==> config.mk <==
export PLATFORM = sky130hd
export DESIGN_NAME = serial_addsub_cmp_flat
export DESIGN_NICKNAME = d
export VERILOG_FILES = /design/src/rtl/serial_addsub_cmp_if.sv /design/src/rtl/serial_addsub_cmp.sv /design/src/flat_wrapper.sv
export SDC_FILE = /design/constraint.sdc
export NUM_CORES = 1
export LEC_CHECK = 0
export CAP_MARGIN = 20
export CORE_MARGIN = 2
export CORE_UTILIZATION = 25
export CTS_CLUSTER_SIZE = 14
export DETAILED_ROUTE_END_ITERATION = 10
export DONT_BUFFER_PORTS = 1
export PLACE_DENSITY_LB_ADDON = 0.3
export REMOVE_ABC_BUFFERS = 1
export SLEW_MARGIN = 20
export SYNTH_ARGS = -nofsm -noshare
export SYNTH_HDL_FRONTEND = slang
export SYNTH_SLANG_ARGS = --single-unit
==> constraint.sdc <==
create_clock -name clk -period 7.1 [get_ports clk]
set_input_delay 0.355 -clock clk [delete_from_list [all_inputs] [get_ports clk]]
set_output_delay 0.355 -clock clk [all_outputs]
set_load 0.01 [all_outputs]
==> src/rtl/serial_addsub_cmp_if.sv <==
// Handshake and result bundle for the bit-serial add/subtract/compare unit.
// The master drives the request; the slave drives status and results.
interface serial_addsub_cmp_if #(
  parameter int unsigned WIDTH = 4
);
  logic             start;
  logic             op;
  logic [WIDTH-1:0] a;
  logic [WIDTH-1:0] b;
  logic             busy;
  logic             done;
  logic [WIDTH-1:0] s;
  logic             cout;
  logic             ovf;
  logic             cmp1;
  logic             cmp2;
  logic             cmp3;

  modport master (
    output start, op, a, b,
    input  busy, done, s, cout, ovf, cmp1, cmp2, cmp3
  );

  modport slave (
    input  start, op, a, b,
    output busy, done, s, cout, ovf, cmp1, cmp2, cmp3
  );
endinterface

==> src/rtl/serial_addsub_cmp.sv <==
// Bit-serial two's-complement adder/subtractor with signed compare flags.
// One full-adder cell per cycle, LSB first; results land together with the Done pulse.
module serial_addsub_cmp #(
  parameter int unsigned WIDTH = 4
) (
  input logic                clk,
  input logic                rst,
  serial_addsub_cmp_if.slave bus
);
  localparam int unsigned CntW = $clog2(WIDTH);

  typedef enum logic [1:0] {StIdle, StRun, StDone} state_e;

  state_e           state_q;
  logic [WIDTH-1:0] a_q, b_q, sr_q, s_q;
  logic [CntW-1:0]  cnt_q;
  logic             op_q, carry_q;
  logic             busy_q, done_q, cout_q, ovf_q, cmp1_q, cmp2_q, cmp3_q;

  logic             a_bit, b_bit, fa_sum, fa_carry, last_bit;
  logic             ovf_n, zero_n, lt_n;
  logic [WIDTH-1:0] res_n;

  always_comb begin
    a_bit    = a_q[cnt_q];
    b_bit    = b_q[cnt_q] ^ op_q;
    fa_sum   = a_bit ^ b_bit ^ carry_q;
    fa_carry = (a_bit & b_bit) | (carry_q & (a_bit ^ b_bit));
    last_bit = (cnt_q == CntW'(WIDTH - 1));
    // On the last bit the shift register still lacks the MSB; splice it in here.
    res_n    = {fa_sum, sr_q[WIDTH-1:1]};
    // carry_q is the carry into the MSB while the last bit is processed.
    ovf_n    = carry_q ^ fa_carry;
    zero_n   = (res_n == '0);
    lt_n     = res_n[WIDTH-1] ^ ovf_n;
  end

  always_ff @(posedge clk or posedge rst) begin
    if (rst) begin
      state_q <= StIdle;
      a_q     <= '0;
      b_q     <= '0;
      sr_q    <= '0;
      s_q     <= '0;
      cnt_q   <= '0;
      op_q    <= 1'b0;
      carry_q <= 1'b0;
      busy_q  <= 1'b0;
      done_q  <= 1'b0;
      cout_q  <= 1'b0;
      ovf_q   <= 1'b0;
      cmp1_q  <= 1'b0;
      cmp2_q  <= 1'b0;
      cmp3_q  <= 1'b0;
    end else begin
      case (state_q)
        StIdle: begin
          if (bus.start) begin
            a_q     <= bus.a;
            b_q     <= bus.b;
            op_q    <= bus.op;
            carry_q <= bus.op;
            cnt_q   <= '0;
            busy_q  <= 1'b1;
            state_q <= StRun;
          end
        end
        StRun: begin
          sr_q    <= res_n;
          carry_q <= fa_carry;
          cnt_q   <= cnt_q + CntW'(1);
          if (last_bit) begin
            state_q <= StDone;
            busy_q  <= 1'b0;
            done_q  <= 1'b1;
            s_q     <= res_n;
            cout_q  <= fa_carry;
            ovf_q   <= ovf_n;
            cmp1_q  <= op_q & ~lt_n & ~zero_n;
            cmp2_q  <= op_q & zero_n;
            cmp3_q  <= op_q & lt_n;
          end
        end
        StDone: begin
          done_q  <= 1'b0;
          state_q <= StIdle;
        end
        default: state_q <= StIdle;
      endcase
    end
  end

  assign bus.busy = busy_q;
  assign bus.done = done_q;
  assign bus.s    = s_q;
  assign bus.cout = cout_q;
  assign bus.ovf  = ovf_q;
  assign bus.cmp1 = cmp1_q;
  assign bus.cmp2 = cmp2_q;
  assign bus.cmp3 = cmp3_q;
endmodule

==> src/flat_wrapper.sv <==
// flat-port wrapper written by rule: the top's interface ports become plain ports
module serial_addsub_cmp_flat 
#(
  parameter int unsigned WIDTH = 4
)
  (clk, rst, bus_start, bus_op, bus_a, bus_b, bus_busy, bus_done, bus_s, bus_cout, bus_ovf, bus_cmp1, bus_cmp2, bus_cmp3);
  serial_addsub_cmp_if #(.WIDTH(WIDTH)) bus_i ();
  input logic clk;
  input logic rst;
  input wire logic [$bits(bus_i.start)-1:0] bus_start;
  input wire logic [$bits(bus_i.op)-1:0] bus_op;
  input wire logic [$bits(bus_i.a)-1:0] bus_a;
  input wire logic [$bits(bus_i.b)-1:0] bus_b;
  output wire logic [$bits(bus_i.busy)-1:0] bus_busy;
  output wire logic [$bits(bus_i.done)-1:0] bus_done;
  output wire logic [$bits(bus_i.s)-1:0] bus_s;
  output wire logic [$bits(bus_i.cout)-1:0] bus_cout;
  output wire logic [$bits(bus_i.ovf)-1:0] bus_ovf;
  output wire logic [$bits(bus_i.cmp1)-1:0] bus_cmp1;
  output wire logic [$bits(bus_i.cmp2)-1:0] bus_cmp2;
  output wire logic [$bits(bus_i.cmp3)-1:0] bus_cmp3;
  assign bus_i.start = bus_start;
  assign bus_i.op = bus_op;
  assign bus_i.a = bus_a;
  assign bus_i.b = bus_b;
  assign bus_busy = bus_i.busy;
  assign bus_done = bus_i.done;
  assign bus_s = bus_i.s;
  assign bus_cout = bus_i.cout;
  assign bus_ovf = bus_i.ovf;
  assign bus_cmp1 = bus_i.cmp1;
  assign bus_cmp2 = bus_i.cmp2;
  assign bus_cmp3 = bus_i.cmp3;
  serial_addsub_cmp #(.WIDTH(WIDTH)) u_core (.clk(clk), .rst(rst), .bus(bus_i));
endmodule
== Word level (Yosys, flattened, before mapping) ==
Index checks and enable logic that the tools add are counted.
Word-level totals
  output and inout bits: 11
  flip-flop bits (word level): 29
  bits of input ports: 12
  word-level logic and storage cells: 62
Cells by class
  muxes and demuxes: 16
  reduce and logical (&&, ||, !) cells: 10
  $lt $le $gt $ge: 1
  add/sub/neg operators: 1
  bitwise logic cells: 14
  equal/unequal tests: 5
Operators with widths (count)
  2-bit AND reduction: 5
  2-bit one-hot mux with 2 select lines: 2
  1-bit bitwise AND: 6
  1-bit two-way mux: 6
  2-bit two-way mux: 3
  1-bit one-hot mux with 2 select lines: 3
  1-bit bitwise XOR: 5
  1-bit binary-select mux with 2-bit select: 2
  2-bit == test (second input constant): 2
  4-bit logical NOT: 1
  2-bit nonzero test: 2
  2-bit by 3-bit less-than comparator with 1-bit output (second input constant): 1
  3-bit AND reduction: 1
  2-bit by 1-bit adder with 2-bit output (second input constant): 1
  2-bit by 1-bit == test with 1-bit output (second input constant): 1
  2-bit logical NOT: 1
  2-bit by 1-bit != test with 1-bit output (second input constant): 1
  2-bit != test (second input constant): 1
  1-bit inverter: 2
  1-bit OR: 1

== Logic depth before layout (Yosys ltp) ==
  word-level depth: 11
  gate-level depth with buffers: 6
  mapped depth without buffers: 6

== Worst setup path before layout ==
No wires, ideal clock.
  path type: reg-to-reg
  from: register u_core.cnt_q[0]
  to: register u_core.cmp2_q, in the netlist u_core.bus.cmp2
  setup time: 0.083 ns
  path buffers: 0
  cell stages (with the launch flop): 7
  data arrival time: 2.140 ns
  path slack: 4.878 ns
  path through: dfrtp_1 > mux4_2 > xnor2_1 > fa_1 > nor4_1 > nand2_1 > o21ai_0
On the way
  cells in the longest elaborated chain, start to end: 7
  elaborated cells on any way between the ends: 11
  classes of those cells: 1 x eq/ne; 4 x mux; 4 x bitwise; 2 x reduce/logical
Ends and longest elaborated chain
  from (decl): line serial_addsub_cmp.sv:16  | logic [CntW-1:0] cnt_q;
  from (signal assigned): line serial_addsub_cmp.sv:71  | cnt_q <= cnt_q + CntW'(1);
  1-bit binary-select mux with 2-bit select: line serial_addsub_cmp.sv:26  | b_bit = b_q[cnt_q] ^ op_q;
  1-bit two-way mux (implied by the code): line serial_addsub_cmp.sv:26
  1-bit bitwise XOR: line serial_addsub_cmp.sv:26
  1-bit bitwise XOR * (2 in series): line serial_addsub_cmp.sv:27  | fa_sum = a_bit ^ b_bit ^ carry_q;
  named net u_core.fa_sum: line serial_addsub_cmp.sv:20  | logic a_bit, b_bit, fa_sum, fa_carry, last_bit;
  4-bit logical NOT *: line serial_addsub_cmp.sv:34  | zero_n = (res_n == '0);
  1-bit bitwise AND *: line serial_addsub_cmp.sv:80  | cmp2_q <= op_q & zero_n;
  to (signal assigned): line serial_addsub_cmp.sv:80
  to (decl): line serial_addsub_cmp.sv:18  | logic busy_q, done_q, cout_q, ovf_q, cmp1_q, cmp2_q, cmp3_q;
The timed path passes the listed nets; every way through them passes the cells marked *. The select of a mux whose other input is x is not followed.
A chain may end at the register's enable or synchronous reset.

== Worst setup path in the final report ==
Same ends and word-level chain as after synthesis.

==> flow_summary.toml <==
[sta]
setup_tns_ns = 0
fin_crit_sh = 0.341
rsz0062_at_grt = "no"
finalCriticalPeriod_ns = 2.42
setup_violations = 0
maxSlewHeadroom = 0.613
worst_slew_pin_slew_ns = 0.580
finClkSkew_ns = 0.00783
final_hold_viol_count = 0
slew_violations = 0
fmax_mhz = 413

[final_layout]
area_delta_synth_final_pct = 9.21
stdcell_count = 159
fill_cells = 541
antenna_cells = 0
nNetsFinal = 105
fin_area_mm2 = 0.00142
drive_gt1_frac = 0.371

[yosys]
yosysMostFrequentCell = "dfrtp_1"
synth_warnings = 0
synth.top_cell.area_share = 0.537
synth_edf_count = 0
synthDistinctLibCells = 26
synth_area_leaders = "dfrtp_1 54%, mux2_4 10%, mux2_2 7.8%, mux4_2 3.5%, fa_1 3.1%"
synth_top_cells_by_count = "28 x dfrtp_1, 9 x mux2_2, 9 x mux2_4"
async_flop_share = 1.00
synth_top_area_cell = "dfrtp_1"
avgSynthCellArea_um2 = 15.0
yosys_register_bits = 28
synthFlopType = "dfrtp_1"
syn-cell-area_mm2 = 0.00130
synth_seq_area_share = 0.537
synth_cells = 87

[min_path]
hold_class = "in2async"

[clock_tree]
ctsResizeCount = 0
cts_hold_buf = 0
clk_pin_slew_ns = 0.09
clock_latency_ns = 0.27
cts-root-buf = "clkbuf_8"
h-tree-depth = 1
cts_tree = "done"
numCtsBuffers = 3
cts_sinks = 28
postCtsSetupRepairBufs = 0
clockBufferDepth = 2

[power]
p_leak_nw = 0.632
vdd_drop_max_uv = 175
p_per_area_mw_per_mm2 = 503

[floorplanning]
fp.dieArea_mm2 = 0.00581
start_util = 0.257
core.rowCount = 26
dieWidth_um = 76.2
io_pins = 23
die_h_um = 76.2
coreArea_mm2 = 0.00507

[placed_design]
globalplace.congestion = 0.716
dp.cells = 155
io_buffers = 0
hpwlAfterDp_mm = 1.64
dpl_cell_area_mm2 = 0.00137

[setup_path]
crit_required_ns = 7.30
start_kind = "flop"
end_kind = "flop"
path_max_fanout = 4
cp.arrival_ns = 2.62
crit_type = "reg2reg"

[flow_run]
max_cap_viol_count = 0

[route]
drt_wl_total_mm = 2.21
remaining_drc_errors = 0
dr.pass1.iters = 2
vias = 645
wl_per_cell_um = 13.9
via_per_inst = 4.06
drt_iter0_drc = 39
antenna_left = 0

[grt]
grt_usage = 0.0828
grt-ovfl-total = 0
grt_max_degree = 29
antenna_found_initial = 0
grt_pass1_vias = 742
grt_pass1_wl_mm = 3.87

[status]
status = "finished clean"
cell usage in the layout (no fill, tap or decap), types with 2 or more instances in the layout:
cell type  count
xnor2_1        2
clkbuf_8       4
inv_1          4
nand2_1        6
a21oi_1        2
mux4_2         2
mux2_2         9
fa_1           2
o21ai_0        5
dfrtp_1       28
mux2_4         9
through the flow:
step	hold slack [ns]	power, mW	setup slack (ns)	util
finish	0.0195	0.716	4.68	0.281
global route	0.0621	0.775	4.44	0.281
CTS	0.213	0.727	4.66	0.281
detailed placement	0.494	0.628	4.66	0.270
global placement	0.504	0.614	4.79	0.270
floorplan	0.420	0.561	4.88	-
cells by family after synthesis:
kind of cell | Yosys count | share of synthesized area
buffers and inverters | 7 | 0.0317
AND/OR/NAND/NOR | 15 | 0.0941
flip-flops | 28 | 0.537
XOR/XNOR | 2 | 0.0134
multiplexers | 20 | 0.216
adder cells (fa/ha/maj) | 3 | 0.0403
AO/OA/AOI/OAI | 12 | 0.0672
final timing paths:
kind | from | endpoint | slack [ns] | cells past startpoint
worst max register to register | u_core.cnt_q[0] | u_core.bus.cmp2 | 4.68 | 6
worst max-delay path | u_core.cnt_q[0] | u_core.bus.cmp2 | 4.68 | 6
min in group clk | bus_op | u_core.op_q | 0.22 | 1
worst min register to register | u_core.a_q[2] | u_core.a_q[2] | 0.52 | 1
max in group asynchronous | rst | u_core.cnt_q[1] | 6.69 | 1
worst min-delay path | rst | u_core.sr_q[2] | 0.02 | 1
layer usage:
metal / track usage / wire length [um] / vias to the layer above
met2: 0.136 / 1070 / 19
met3: 0.0367 / 153 / 2
met1: 0.103 / 978 / 317
met5: 0 / 0 / -
li1: - / - / 307
met4: 0.0109 / 4 / 0
power breakdown:
part	internal [mW]	leakage (nW)	switching, mW
Combinational	0.177	0.269	0.121
Clock	0.0496	0.0288	0.0470
Sequential	0.238	0.334	0.0831
Total	0.465	0.632	0.251
flip-flops by register name (all words and copies together) (netlist names), 2 cells and up:
| signal | count |
|---|---|
| u_core.a_q | 4 |
| u_core.b_q | 4 |
| u_core.bus.s | 4 |
| u_core.cnt_q | 2 |
| u_core.sr_q | 3 |
| u_core.state_q | 2 |
critical path: stages, from the launching register on:
cell,delay [ns]
dfrtp_1,0.45
mux4_2,0.54
xnor2_1,0.26
fa_1,0.49
nor4_1,0.37
nand2_1,0.09
o21ai_0,0.15
final cells by class:
type                            instances  area, um^2  area share
Tap cell                               70        87.6      0.0615
Clock buffer                            4        55.1      0.0387
Sequential cell                        28         701       0.492
Multi-Input combinational cell         52         562       0.395
Inverter                                5        18.8      0.0132
(Power assumes the default switching activity.)
